--- config.mk ---
export PLATFORM = sky130hd
export DESIGN_NAME = acs_scheduler
export DESIGN_NICKNAME = d
export VERILOG_FILES = /design/src/rtl/acs_scheduler.sv
export SDC_FILE = /design/constraint.sdc
export NUM_CORES = 1
export LEC_CHECK = 0
export ABC_AREA = 1
export BUFFER_PORTS_ARGS = -buffer_cell sky130_fd_sc_hd__buf_2
export CORE_MARGIN = 5
export CORE_UTILIZATION = 45
export DETAILED_ROUTE_END_ITERATION = 10
export GPL_TIMING_DRIVEN = 1
export HOLD_SLACK_MARGIN = 0.15
export PLACE_DENSITY_LB_ADDON = 0.3
export SYNTH_ARGS = -nofsm -noshare
export SYNTH_HDL_FRONTEND = slang
export SYNTH_SLANG_ARGS = --single-unit
--- constraint.sdc ---
create_clock -name clk -period 4.22 [get_ports clk]
set_clock_uncertainty 0.2 [all_clocks]
set_input_delay 1.055 -clock clk [delete_from_list [all_inputs] [get_ports clk]]
set_output_delay 1.055 -clock clk [all_outputs]
set_load 0.02 [all_outputs]
--- src/rtl/acs_scheduler.sv ---
`default_nettype none
// ============================================================================
// Module   : acs_scheduler
// Purpose  : Time-multiplexes one ACS unit over all Viterbi trellis states,
//            one target state per cycle. Owns the double-buffered path
//            metrics and reachability flags, collects survivor decisions,
//            reports the best state and renormalises metrics.
// Revision : 1.0  initial release
// ============================================================================
module acs_scheduler #(
   parameter int NUM_STATES = 8,
   parameter int SW         = $clog2(NUM_STATES),
   parameter int PM_W       = 8
) (
   input  logic                  clk,
   input  logic                  rst,
   input  logic                  init_i,
   input  logic                  sym_valid_i,
   output logic                  sym_ready_o,
   output logic [SW-1:0]         acs_state_o,
   output logic [PM_W-1:0]       acs_path_0_pmc_o,
   output logic [PM_W-1:0]       acs_path_1_pmc_o,
   output logic                  acs_path_0_valid_o,
   output logic                  acs_path_1_valid_o,
   input  logic                  acs_selection_i,
   input  logic                  acs_valid_i,
   input  logic [PM_W-1:0]       acs_path_cost_i,
   output logic                  dec_valid_o,
   output logic [NUM_STATES-1:0] dec_bits_o,
   output logic [NUM_STATES-1:0] dec_mask_o,
   output logic [SW-1:0]         best_state_o,
   output logic [PM_W-1:0]       best_cost_o
);

   typedef enum logic [1:0] {
      ST_IDLE = 2'd0,
      ST_RUN  = 2'd1,
      ST_EMIT = 2'd2
   } state_t;

   localparam logic [PM_W-1:0]       c_HALF       = {1'b1, {(PM_W-1){1'b0}}};
   localparam logic [SW-1:0]         c_LAST_IDX   = SW'(NUM_STATES - 1);
   localparam logic [NUM_STATES-1:0] c_INIT_VALID = {{(NUM_STATES-1){1'b0}}, 1'b1};

   state_t                state_q, state_d;
   logic [SW-1:0]         idx_q, idx_d;
   logic                  ready_q, ready_d;
   logic [PM_W-1:0]       pm_cur_q [NUM_STATES];
   logic [PM_W-1:0]       pm_cur_d [NUM_STATES];
   logic [PM_W-1:0]       pm_nxt_q [NUM_STATES];
   logic [PM_W-1:0]       pm_nxt_d [NUM_STATES];
   logic [NUM_STATES-1:0] valid_cur_q, valid_cur_d;
   logic [NUM_STATES-1:0] valid_nxt_q, valid_nxt_d;
   logic [NUM_STATES-1:0] sel_q, sel_d;
   logic [PM_W-1:0]       min_cost_q, min_cost_d;
   logic [SW-1:0]         min_state_q, min_state_d;
   logic                  min_found_q, min_found_d;
   logic                  dec_valid_q, dec_valid_d;
   logic [NUM_STATES-1:0] dec_bits_q, dec_bits_d;
   logic [NUM_STATES-1:0] dec_mask_q, dec_mask_d;
   logic [SW-1:0]         best_state_q, best_state_d;
   logic [PM_W-1:0]       best_cost_q, best_cost_d;

   logic [SW-1:0]         w_p0, w_p1;
   logic                  w_accept;
   logic                  w_norm;

   // Predecessors of state i are 2i and 2i+1 modulo NUM_STATES: drop the MSB and shift.
   assign w_p0     = {idx_q[SW-2:0], 1'b0};
   assign w_p1     = {idx_q[SW-2:0], 1'b1};
   assign w_accept = (state_q == ST_IDLE) && ready_q && sym_valid_i;
   assign w_norm   = min_found_q && (min_cost_q >= c_HALF);

   assign sym_ready_o  = ready_q;
   // An abort during EMIT suppresses the strobe that would otherwise escape that cycle.
   assign dec_valid_o  = dec_valid_q & ~init_i;
   assign dec_bits_o   = dec_bits_q;
   assign dec_mask_o   = dec_mask_q;
   assign best_state_o = best_state_q;
   assign best_cost_o  = best_cost_q;

   // Next-state, buffer updates and ACS operand drive.
   always_comb begin
      state_d            = state_q;
      idx_d              = idx_q;
      pm_cur_d           = pm_cur_q;
      pm_nxt_d           = pm_nxt_q;
      valid_cur_d        = valid_cur_q;
      valid_nxt_d        = valid_nxt_q;
      sel_d              = sel_q;
      min_cost_d         = min_cost_q;
      min_state_d        = min_state_q;
      min_found_d        = min_found_q;
      dec_valid_d        = 1'b0;
      dec_bits_d         = dec_bits_q;
      dec_mask_d         = dec_mask_q;
      best_state_d       = best_state_q;
      best_cost_d        = best_cost_q;
      acs_state_o        = '0;
      acs_path_0_pmc_o   = '0;
      acs_path_1_pmc_o   = '0;
      acs_path_0_valid_o = 1'b0;
      acs_path_1_valid_o = 1'b0;

      case (state_q)
         ST_IDLE: begin
            if (w_accept) begin
               state_d     = ST_RUN;
               idx_d       = '0;
               min_found_d = 1'b0;
               min_cost_d  = '0;
               min_state_d = '0;
               sel_d       = '0;
               valid_nxt_d = '0;
            end
         end
         ST_RUN: begin
            acs_state_o        = idx_q;
            acs_path_0_pmc_o   = pm_cur_q[w_p0];
            acs_path_1_pmc_o   = pm_cur_q[w_p1];
            acs_path_0_valid_o = valid_cur_q[w_p0];
            acs_path_1_valid_o = valid_cur_q[w_p1];
            pm_nxt_d[idx_q]    = acs_path_cost_i;
            valid_nxt_d[idx_q] = acs_valid_i;
            sel_d[idx_q]       = acs_selection_i & acs_valid_i;
            // Strict compare with ascending index keeps the lower index on ties.
            if (acs_valid_i && (!min_found_q || (acs_path_cost_i < min_cost_q))) begin
               min_found_d = 1'b1;
               min_cost_d  = acs_path_cost_i;
               min_state_d = idx_q;
            end
            if (idx_q == c_LAST_IDX) begin
               // Decision outputs are loaded here so they are stable during EMIT.
               state_d     = ST_EMIT;
               dec_valid_d = 1'b1;
               dec_bits_d  = sel_d;
               dec_mask_d  = valid_nxt_d;
               if (min_found_d) begin
                  best_state_d = min_state_d;
                  best_cost_d  = (min_cost_d >= c_HALF) ? (min_cost_d - c_HALF) : min_cost_d;
               end else begin
                  best_state_d = '0;
                  best_cost_d  = '0;
               end
            end else begin
               idx_d = idx_q + SW'(1);
            end
         end
         ST_EMIT: begin
            state_d = ST_IDLE;
            if (!min_found_q) begin
               // Nothing reachable: restart from the frame-start pattern.
               for (int s = 0; s < NUM_STATES; s++) begin
                  pm_cur_d[s] = '0;
               end
               valid_cur_d = c_INIT_VALID;
            end else begin
               for (int s = 0; s < NUM_STATES; s++) begin
                  pm_cur_d[s] = (w_norm && valid_nxt_q[s]) ? (pm_nxt_q[s] - c_HALF) : pm_nxt_q[s];
               end
               valid_cur_d = valid_nxt_q;
            end
         end
         default: begin
            state_d = ST_IDLE;
         end
      endcase

      // Frame restart wins over everything, including a simultaneous symbol.
      if (init_i) begin
         state_d     = ST_IDLE;
         idx_d       = '0;
         for (int s = 0; s < NUM_STATES; s++) begin
            pm_cur_d[s] = '0;
         end
         valid_cur_d  = c_INIT_VALID;
         valid_nxt_d  = '0;
         sel_d        = '0;
         min_found_d  = 1'b0;
         min_cost_d   = '0;
         min_state_d  = '0;
         dec_valid_d  = 1'b0;
         dec_bits_d   = dec_bits_q;
         dec_mask_d   = dec_mask_q;
         best_state_d = best_state_q;
         best_cost_d  = best_cost_q;
      end

      ready_d = (state_d == ST_IDLE);
   end

   // State and storage registers with asynchronous active-low reset.
   always_ff @(posedge clk or negedge rst) begin
      if (!rst) begin
         state_q      <= ST_IDLE;
         idx_q        <= '0;
         ready_q      <= 1'b0;
         for (int s = 0; s < NUM_STATES; s++) begin
            pm_cur_q[s] <= '0;
            pm_nxt_q[s] <= '0;
         end
         valid_cur_q  <= c_INIT_VALID;
         valid_nxt_q  <= '0;
         sel_q        <= '0;
         min_cost_q   <= '0;
         min_state_q  <= '0;
         min_found_q  <= 1'b0;
         dec_valid_q  <= 1'b0;
         dec_bits_q   <= '0;
         dec_mask_q   <= '0;
         best_state_q <= '0;
         best_cost_q  <= '0;
      end else begin
         state_q      <= state_d;
         idx_q        <= idx_d;
         ready_q      <= ready_d;
         pm_cur_q     <= pm_cur_d;
         pm_nxt_q     <= pm_nxt_d;
         valid_cur_q  <= valid_cur_d;
         valid_nxt_q  <= valid_nxt_d;
         sel_q        <= sel_d;
         min_cost_q   <= min_cost_d;
         min_state_q  <= min_state_d;
         min_found_q  <= min_found_d;
         dec_valid_q  <= dec_valid_d;
         dec_bits_q   <= dec_bits_d;
         dec_mask_q   <= dec_mask_d;
         best_state_q <= best_state_d;
         best_cost_q  <= best_cost_d;
      end
   end

endmodule
`default_nettype wire

After elaboration in Yosys (flattened, before gate mapping). Cells that the tools add are included.

Bitwise logic cells: 6. Magnitude comparators: 11. Reduce and logical (&&, ||, !) cells: 23. Div/mod/pow operators: 0. Multipliers: 0. Add/subtract/negate cells: 10. Multiplexer cells: 67. Equality and inequality tests: 5. Shift operators: 0.

Operators by type and width (number): two-way mux 8 bit (26); two-way mux 64 bit (3); subtractor 8 bit (second input constant) (9); bitwise mux 64 bit (1); binary-select mux 8 bit (select 3 bit) (2); case mux 8 bit (2 select lines) (3); demux 8 bit (select 3 bit) (1); two-way mux 3 bit (7); bitwise mux 8 bit (2); >= comparator 8 bit (second input constant) (2); logical AND 1 bit (14); >= comparator 4 bit (second input constant) (3); < comparator 3 x 4 -> 1 bit (second input constant) (3); two-way mux 1 bit (12); inverter 3 -> 4 bit (3); case mux 3 bit (2 select lines) (2); < comparator 8 bit (1); two-way mux 2 bit (3); inequality test 3 bit (second input constant) (2); AND reduction 3 bit (2); binary-select mux 1 bit (select 2 bit) (2); zero test 2 bit (2); < comparator 4 x 1 -> 1 bit (second input constant) (1); case mux 2 bit (2 select lines) (1); 14 further kinds (15).

Word-level logic and storage cells: 152. Input port bits: 14. Bits in latches: 0. Bits in read-only memories: 0. RAM bits: 0. Memories kept: 0. Flip-flop bits (word level): 198.

Longest topological paths before layout. Gate-level depths: netlist of the first run.

Word-level depth: 8. Depth in mapped cells: 13. Depth with buffers taken out: 13.

Worst setup path before layout of the first run. Ideal clock, no wire load.

Path type: register to output. Start point: register idx_q[0]. End point: output acs_path_0_pmc_o[2]. Data required time: 2.965 ns. Arrival: 1.465 ns. Buffers on the path: 3. Path slack: 1.500 ns. Stages on the path, launching flop included: 7. Cells stage by stage: dfrtp_1 buf_2 buf_2 buf_1 a21oi_1 o21ai_0 a21oi_1.

Cells in the longest elaborated chain, start to end: 5.

RTL lines: start: declaration (line 46) `logic [SW-1:0] idx_q, idx_d;`; start signal: assignment (line 215) `idx_q <= idx_d;`; inverter 3 -> 4 bit (implied by the code) (line 119) `acs_path_0_pmc_o = pm_cur_q[w_p0];`; binary-select mux 8 bit (select 3 bit) (line 119); two-way mux 8 bit (implied by the code) (2 in a row) (line 119); two-way mux 8 bit (line 105) `case (state_q)`; end: declaration (line 21) `output logic [PM_W-1:0] acs_path_0_pmc_o,`.

No other way between the ends. The select of a mux whose other input is x is not followed.

Worst setup path in the final report of the first run.
Start point: register idx_q[0]. End point: output acs_path_0_pmc_o[0].

Same word-level chain as after synthesis.

==> summary.md, run 1 <==
| Metric | Value |
|---|---|
| Critical path startpoint category | flip-flop |
| CP arrival | roughly 2000 ps |
| Crit-path slowest cell | inv_1 |
| Max cap viols | 0 |
| DRC | 0 |
| Die height | ~150 um |
| CP dominant cell by count | a21oi_1 |
| Most common cell after layout, fill and taps aside | nand2_1 |
| Number of global-route vias before repair | about 6500 |
| Iter 0 DRT Violations | 627 |
| Post-synth EDFFs | 0 |
| Crit end category | primary output |
| Clock slew at reported path FFs | ~70 ps |
| Final worst slack | 997.6 ps |
| # nets final | ~1000 |
| Reg2reg end | best_cost_o[5] |
| Die W | 147.7 um |
| Hold EP | dec_mask_o[5] |
| CTS max path bufs | 2 |
| Pins over their slew limit | 0 |
| IO Count | 64 |
| Reg area | between 0.004 and 0.005 mm^2 |
| Global route total overflow | 0 |
| Sequential fraction of the synthesis area | between 50% and 60% |
| Pre-CTS setup slack | approximately 1200 ps |
| Setup tns final | 0 ps |
| Die ar. | 0.02181 mm^2 |
| Detail Route Antenna Nets | 0 |
| TritonCTS Buffers | 17 |
| Initial antenna violation count | 0 |
| Syn-to-layout area delta | 13.14% |
| Cells after Synth | approximately 950 |
| Tcrit/Tclk final | 76.36% |
| Worst r2r path cells | 9 |
| Most frequent cells in the layout | 220 x nand2_1, 197 x dfrtp_1, 165 x o21ai_0 |
| Insertion delay to the later sink of the worst-skew pair | between 400 and 500 ps |
| Hold Crit Class | flip-flop to flip-flop |
| Max incr delay on CP | 420 ps |
| Post-CTS sizing | 0 |
| Final GP Congestion | around 0.85 |
| First-pass GRT wire length | around 35000 um |
| Crit Path Max Fanout | 29 |
| Reg2Reg Setup Slack | around 1600 ps |
| CTS tree | done |
| Worst r2r src | state_q[1] |
| WP data required | approximately 3000 ps |
| Pwr Density | between 400 and 500 mW/mm^2 |
| Outcome | complete, no violations |
| Post-Syn Area | around 0.0085 mm^2 |
| H-tree depth | 4 |
| Hold-critical path depth | 2 |
| Vias per cell | around 5.3 |
| Post-synth top flop | dfrtp_1 |
| Slew margin rel. | between 30% and 40% |
| Setup Fix Bufs, Post-CTS | 0 |
| Avg Cell Area, Syn | roughly 9.0 um^2 |
| Drt first pass iters | 5 |
| # setup viols final | 0 |
| Share of cells above drive strength 1 | 11.99% |
| Worst hold path startpoint | dec_mask_o[5] |
| Worst Path Class, Setup | flip-flop to primary output |
| Fin util | slightly above 50% |
| # diodes | 0 |
| Syn Nets | around 980 |
| GRT Resource Usage Total | about a fifth |
| Core Rows | 50 |
| Leakage | roughly 4.7 nW |
| Vias | about 6600 |
| RSZ-0062 raised after global routing | no |
| Initial Utilization | 45.60% |
| IO Port Bufs | 63 |
| Crit path from | idx_q[0] |
| FMAX | roughly 310 MHz |
| Synth unique cells | 30 |
| Layout fillers | around 1700 |
| Pin slew with the least headroom to its limit | ~1000 ps |
| Post-DP HPWL | around 14000 um |
| YS warnings | 0 |
| Sink Count | about 200 |
| Final wirelength | 21470 um |
| Routed wire per std cell | 17.28 um |
| Final Critical Period | about 3200 ps |
| Power Total | roughly 4.1 mW |
| Crit-path cells | inv_1, buf_12, a21oi_1, o21ai_0, a21oi_1, buf_2 |
| Multi-input gate area | ~0.0029 mm^2 |
| Worst VDD drop | approximately 300 uV |
| CTS root buf | clkbuf_16 |
| Largest net degree at the start of global routing | slightly below 100 |
| Final Hold Fails | 0 |
| CTS Hold Bufs | 0 |
| Asr flop ratio synth | 100.0% |
| FF+latch count, synth | ~200 |
| Core ar. | approximately 0.019 mm^2 |
==> sequential cells by signal, summed over array words and instances (netlist names) <==
register      count
pm_nxt_q         64
min_cost_q        8
sym_ready_o       1
valid_nxt_q       8
pm_cur_q         64
sel_q             8
best_cost_o       8
dec_mask_o        8
valid_cur_q       8
dec_bits_o        8
best_state_o      3
idx_q             3
state_q           2
dec_valid_q       1
min_state_q       3
min_found_q       1
==> per-layer routing <==
layer / GRT usage (%) / part of all wire (%) / vias up
li1: - / - / 3226
met1: 29.10 / 48 / 3213
met2: 32.21 / 46 / 125
met3: 3.709 / 3.8 / 20
met4: 6.198 / 1.4 / 0
met5: 0 / 0 / -
==> worst max-delay path by stage <==
| stage | endpoint | slack, ps | cells after the start |
|---|---|---|---|
| floorplan | acs_path_0_pmc_o[2] | 1500 | 6 |
| global placement | best_cost_o[0] | 1170 | 11 |
| detailed placement | min_cost_q[4] | 1170 | 11 |
| CTS | acs_path_0_pmc_o[0] | 990 | 5 |
| global route | acs_path_1_pmc_o[1] | 870 | 6 |
| finish | acs_path_0_pmc_o[0] | 1000 | 6 |
==> synth_stat cells (3+ instances only) <==
cell type,instances,area [um^2]
buf_1,4,15.01
nor3_1,5,25.02
a32o_1,4,40.04
inv_1,104,390.4
o21ai_1,6,30.03
inv_2,5,18.77
a22o_1,21,183.9
o21bai_1,3,22.52
dfrtp_1,197,4930
buf_2,8,40.04
nand2_1,220,825.8
a21oi_1,57,285.3
nand3_1,36,180.2
ha_1,9,112.6
nor2_1,24,90.09
nand4_1,5,31.28
o22ai_1,28,175.2
clkbuf_1,34,127.6
o21ai_0,165,825.8
==> final cells by class <==
| cell class | count | area share [%] |
|---|---|---|
| sequential | 198 | 51.35 |
| multi-input combinational | 592 | 30.36 |
| clock buffer | 20 | 4.732 |
| timing repair buffer | 75 | 4.551 |
| inverter | 112 | 4.382 |
| tap | 234 | 3.034 |
| clock inverter | 12 | 1.582 |
==> metrics by stage <==
step                      instances  instance area (um^2)  hold slack [ps]
final                          1243                  9651            272.3
after global routing           1243                  9651            297.1
after CTS                      1243                  9651            278.1
after detailed placement       1211                  9041            259.7
after global placement         1211                  9041            259.2
after floorplan                 952                  8529            247.8
==> kinds of logic (layout without fill, tap and decap cells) <==
family | after synthesis | after routing | share of synthesized area (%)
buf+inv | 162 | 219 | 7.540
fa+ha+maj | 9 | 9 | 1.320
simple gates | 298 | 298 | 14.63
flops | 198 | 198 | 58.10
compound gates | 285 | 285 | 18.41
==> power by group <==
group	internal, mW	switching (mW)
clock network	0.963	0.705
registers	2.01	0.0614
logic	0.112	0.274
==> worst max-delay path: cells and delay by family (launching register included) <==
family,cells,cell delay [ps]
flip-flops,1,370
buffers and inverters,3,860
AO/OA/AOI/OAI,3,280
No activity file was read; power rests on OpenSTA's default activity.
==> inputs of run 2 (changes only) <==
clock period = 3.25 ns   (was 4.22 ns; I/O delays follow)
==> run 2 against run 1 <==
Wire length fell by 0.79%. Cell area up 1.1%. Register-to-register slack got worse by 760 ps. Flip-flop and latch count stayed put. Global-route usage about the same. Worst hold slack lost 130 ps. Critical endpoint is now acs_path_1_pmc_o[3]. First-iteration DRC count shrank 12%. Non-clock buffer count increased by 6. Critical path type unchanged.
==> summary.md, run 2 (synthesis gave the netlist of run 1 again) <==
| Metric | Value |
|---|---|
| Outcome | complete, no violations |
| DRC | 0 (unchanged) |
| Global route total overflow | 0 (unchanged) |
| WL met3 | 984 um (+20%) |
| Most common cell after layout, fill and taps aside | nand2_1 |
| Crit-path cells | buf_4, inv_1, buf_4, o21ai_0, a21oi_1, buf_2 |
| Vias per cell | 5.346 (+0.93%) |
| M1 WL | 10370 um (-0.30%) |
| Crit Path Max Fanout | 42 (+45%) |
| CTS max path bufs | 2 (unchanged) |
| CTS Hold Bufs | 0 (unchanged) |
| WP data required | 2240 ps (-720 ps) |
| Worst Path Class, Setup | flip-flop to primary output |
| Routed wire per std cell | 17.06 um (-1.3%) |
| Largest net degree at the start of global routing | 62 (-37%) |
| CP dominant cell by count | buf_4 |
| Final hold slack | 146.0 ps (-126.3 ps) |
| Power Total | 5.515 mW (+34%) |
| Slew margin rel. | 51.81% (+19 points) |
| Clock slew at reported path FFs | 70 ps (about the same) |
| Drt first pass iters | 6 (+1) |
| Syn-to-layout area delta | 14.36% |
| Final GP Congestion | 0.8111 (-4.1%) |
| # nets final | 1025 (+0.59%) |
| FMAX | between 300 and 400 MHz |
| Most frequent cells in the layout | 220 x nand2_1, 197 x dfrtp_1, 165 x o21ai_0 |
| Worst VDD drop | 351.8 uV (+19%) |
| Die height | 147.7 um (unchanged) |
| Share of cells above drive strength 1 | 12.41% (+0.42 points) |
| Detail Route Antenna Nets | 0 (unchanged) |
| Crit end category | primary output |
| IO Count | 64 (unchanged) |
| Max cap viols | 0 (unchanged) |
| Tcrit/Tclk final | 92.14% |
| Largest regs | pm_cur_q: 64 flops, pm_nxt_q: 64 flops |
| First-pass GRT wire length | 35620 um (+0.43%) |
| GRT Resource Usage Total | 20.48% (+0.035 points) |
| # diodes | 0 (unchanged) |
| Insertion delay to the later sink of the worst-skew pair | 440 ps (about the same) |
| Die W | 147.7 um (unchanged) |
| Critical path startpoint category | flip-flop |
| Pins over their slew limit | 0 (unchanged) |
| Number of global-route vias before repair | 6599 (+1.7%) |
| Fin util | 52.15% (+0.56 points) |
| Setup tns final | 0 ps (unchanged) |
| TritonCTS Buffers | 17 (unchanged) |
| Core ar. | 0.01871 mm^2 (unchanged) |
| Sink Count | 198 (unchanged) |
| Final wirelength | 21300 um (-0.79%) |
| Iter 0 DRT Violations | 554 (-12%) |
| Fin cells | 1249 (+0.48%) |
| RSZ-0062 raised after global routing | no |
| CP arrival | 1980 ps (about the same) |
| Initial antenna violation count | 0 (unchanged) |
| Layout fillers | 1710 (-0.41%) |
| Hold Crit Class | input pin to asynchronous set/reset pin |
| IO Port Bufs | 63 (unchanged) |
| Final Critical Period | between 2000 and 3000 ps |
| Post-DP HPWL | 14160 um (-0.11%) |
| CTS tree | done |
| DR top layer | met4 |
| Post-CTS sizing | 0 (unchanged) |
| Leakage | 4.717 nW (+1.1%) |
| Crit-path slowest cell | dfrtp_1 |
| Met2 WL post-DR | 9810 um (-1.5%) |
| Core Rows | 50 (unchanged) |
| Pwr Density | 565.4 mW/mm^2 (+32%) |
| Post-Place Cells | 1217 (+0.50%) |
| Pin slew with the least headroom to its limit | 722.1 ps (-288.7 ps) |
| # setup viols final | 0 (unchanged) |
| Vias | 6677 (+1.4%) |
| Initial Utilization | 45.60% (unchanged) |
| H-tree depth | 4 (unchanged) |
| Final Hold Fails | 0 (unchanged) |
| Setup Fix Bufs, Post-CTS | 0 (unchanged) |
| CTS root buf | clkbuf_16 |
| Max incr delay on CP | 380 ps (-40 ps) |
| Die ar. | 0.02181 mm^2 (unchanged) |
-- run 2: changes by cell type in the layout (fill, tap and decap cells not counted) --
cell and delta:
clkinvlp_4 -1, clkbuf_1 +1, clkinv_2 -2, inv_6 +1, buf_12 +1, bufinv_16 +2
buf_4 +5, clkinv_4 -1
-- run 2: where the power goes --
part | switching (mW) | total [mW] | leakage [nW] | internal (mW)
clock network | 0.918 | 2.33 | 0.310 | 1.41
registers | 0.0795 | 2.69 | 2.46 | 2.61
logic | 0.350 | 0.500 | 1.94 | 0.150
-- run 2: layout make-up --
class / instances / area, um^2 / share of cell area [%]
Sequential cell: 198 / 4956 / 50.81
Multi-Input combinational cell: 592 / 2930 / 30.04
Clock inverter: 11 / 195.2 / 2.001
Inverter: 112 / 422.9 / 4.336
Clock buffer: 21 / 460.4 / 4.720
Timing Repair Buffer: 81 / 496.7 / 5.092
Tap cell: 234 / 292.8 / 3.002
-- run 2: path summary, 6_finish.rpt --
path	start	endpoint	slack, ps	cells past startpoint
max	idx_q[0]	acs_path_1_pmc_o[3]	260	6
min reg2reg	dec_mask_o[6]	dec_mask_o[6]	270	2
max reg2reg	state_q[1]	dec_mask_o[2]	800	9
min	rst	pm_cur_q[16]	150	1
max in group asynchronous	rst	valid_cur_q[0]	1870	2
min in group clk	dec_mask_o[6]	dec_mask_o[6]	270	2
-- run 2: layer usage --
metal / vias to the layer above / track usage, %
li1: 3235 / -
met1: 3274 / 30.16
met2: 155 / 31.91
met3: 13 / 4.077
met4: 0 / 4.007
met5: - / 0
-- run 2: critical path: cells and delay by family, from the launching register on --
kind	cells	cell delay [ps]
buffers and inverters	4	830
DFF	1	380
AOI/OAI and AO/OA	2	330
-- run 2: per-stage QoR --
step / area (um^2) / worst slack (ps)
4_1_cts: 9754 / 223.7
6_report: 9754 / 255.4
2_1_floorplan: 8529 / 773.0
3_5_place_dp: 9099 / 644.5
5_1_grt: 9754 / 112.2
3_3_place_gp: 9099 / 689.9
==> inputs of run 3 (changes only) <==
CORE_UTILIZATION = 34   (was 45)
MAX_ROUTING_LAYER = met4   (was not set)
==> run 3 against run 2 <==
Worst setup slack better by 16 ps. Clock power shrank 13%. Flip-flop and latch count did not move. Sequential power is essentially flat. Utilization is 13 points lower. Worst hold slack improved by 27 ps. Wire length rose by 3.8%. Power shrank 5.3%. Die area rose by 30%. Highest routed layer unchanged.
==> summary.md, run 3 (synthesis gave the netlist of run 1 again) <==
| Metric | Value |
|---|---|
| CP arrival | 1970 ps (about the same) |
| Max cap viols | 0 (unchanged) |
| First-pass GRT wire length | 36650 um (+2.9%) |
| Share of cells above drive strength 1 | 12.67% (+0.26 points) |
| # diodes | 0 (unchanged) |
| Number of global-route vias before repair | 6491 (-1.6%) |
| CTS root buf | clkbuf_16 |
| Pin slew with the least headroom to its limit | 674.8 ps (-47.35 ps) |
| Final hold slack | 173.3 ps (+27.27 ps) |
| Iter 0 DRT Violations | 508 (-8.3%) |
| Largest regs | pm_cur_q: 64 flops, pm_nxt_q: 64 flops |
| Final wirelength | 22120 um (+3.8%) |
| Setup Fix Bufs, Post-CTS | 0 (unchanged) |
| Largest net degree at the start of global routing | 67 (+8.1%) |
| # nets final | 1028 (+0.29%) |
| Worst Path Class, Setup | flip-flop to primary output |
| Die W | 168.4 um (+14%) |
| Crit-path cells | inv_1, buf_4, a21oi_1, o21ai_0, a21oi_1, buf_2 |
| # setup viols final | 0 (unchanged) |
| CTS tree | done |
| Max incr delay on CP | 500 ps (+120 ps) |
| Multi-input gate area | 0.002930 mm^2 (unchanged) |
| Detail Route Antenna Nets | 0 (unchanged) |
| Vias per cell | 4.899 (-8.4%) |
| GRT Resource Usage Total | 16.61% (-3.9 points) |
| Final GP Congestion | 0.8202 (+1.1%) |
| Final Critical Period | 2978 ps (-16.50 ps) |
| Initial Utilization | 34.17% (-11 points) |
| Most frequent cells in the layout | 220 x nand2_1, 197 x dfrtp_1, 165 x o21ai_0 |
| Sink Count | 198 (unchanged) |
| Most common cell after layout, fill and taps aside | nand2_1 |
| H-tree depth | 4 (unchanged) |
| TritonCTS Buffers | 17 (unchanged) |
| IO Port Bufs | 63 (unchanged) |
| Crit-path slowest cell | dfrtp_1 |
| Crit Path Max Fanout | 14 (-67%) |
| Power Total | 5.223 mW (-5.3%) |
| Hold Crit Class | input pin to asynchronous set/reset pin |
| Initial antenna violation count | 0 (unchanged) |
| WP data required | 2240 ps (about the same) |
| RSZ-0062 raised after global routing | no |
| IO Count | 64 (unchanged) |
| DRC | 0 (unchanged) |
| FMAX | 335.8 MHz (+0.55%) |
| Area after DPL | 0.009241 mm^2 (+1.6%) |
| Final Hold Fails | 0 (unchanged) |
| Core ar. | 0.02496 mm^2 (+33%) |
| Routed wire per std cell | 16.41 um (-3.8%) |
| Die height | 168.4 um (+14%) |
| Layout fillers | 2571 (+50%) |
| Die ar. | 0.02835 mm^2 (+30%) |
| Core Rows | 58 (+16%) |
| CP dominant cell by count | a21oi_1 |
| Post-DP HPWL | 14720 um (+3.9%) |
| Drt first pass iters | 5 (-1) |
| Post-CTS sizing | 0 (unchanged) |
| Clock slew at reported path FFs | 70 ps (about the same) |
| Leakage | 4.691 nW (-0.54%) |
| Setup tns final | 0 ps (unchanged) |
| Worst VDD drop | 445.3 uV (+27%) |
| Global route total overflow | 0 (unchanged) |
| Critical path startpoint category | flip-flop |
| Design area | 0.009803 mm^2 (+0.50%) |
| Syn-to-layout area delta | 14.93% |
| Crit end category | primary output |
| Vias | 6604 (-1.1%) |
| Slew margin rel. | 54.95% (+3.1 points) |
| Outcome | complete, no violations |
| Pins over their slew limit | 0 (unchanged) |
| Reg area | 0.004956 mm^2 (unchanged) |
| CTS Hold Bufs | 0 (unchanged) |
| Insertion delay to the later sink of the worst-skew pair | 430 ps (about the same) |
| CTS max path bufs | 2 (unchanged) |
| Pwr Density | 532.8 mW/mm^2 (-5.8%) |
| Tcrit/Tclk final | 91.63% (-0.51 points) |
-- run 3: area by class of cell --
type	instances	area share, %
clock inverters	13	1.315
clock buffers	19	4.416
inverters	112	4.314
well taps	330	4.212
repair buffers	84	5.297
multi-input cells	592	29.89
flip-flops and latches	198	50.56
-- run 3: where the power goes --
group / internal [mW] / switching (mW) / total, mW
sequential: 2.61 / 0.0821 / 2.69
clock: 1.07 / 0.955 / 2.02
combinational: 0.154 / 0.357 / 0.511
-- run 3: worst paths after layout --
check	start	endpoint	slack (ps)	depth (start not counted)
min in group clk	dec_mask_o[3]	dec_mask_o[3]	270	2
worst min-delay path	rst	pm_nxt_q[3]	170	1
worst max register to register	state_q[1]	best_state_o[0]	680	9
max in group asynchronous	rst	dec_bits_o[4]	1830	2
worst min register to register	dec_mask_o[3]	dec_mask_o[3]	270	2
worst max-delay path	idx_q[0]	acs_path_1_valid_o	270	6
-- run 3: worst max-delay path: cells and delay by family, from the launching register on --
| family | cells | cell delay, ps |
|---|---|---|
| buf+inv | 3 | 550 |
| compound gates | 3 | 480 |
| flops | 1 | 500 |
-- run 3: routing by layer --
metal | global-route usage (%) | vias up | share of wire [%]
met4 | 4.128 | 0 | 1.0
met1 | 23.99 | 3184 | 50
met3 | 2.066 | 14 | 4.0
met2 | 25.03 | 161 | 45
li1 | - | 3245 | -
met5 | - | - | 0
-- run 3: stage by stage --
step	instances	setup WS, ps	utilization [%]
after global routing	1348	128.1	39.27
after CTS	1348	264.2	39.27
final	1348	271.9	39.27
after floorplan	952	773.0	-
after global placement	1316	614.4	37.02
after detailed placement	1316	594.0	37.02
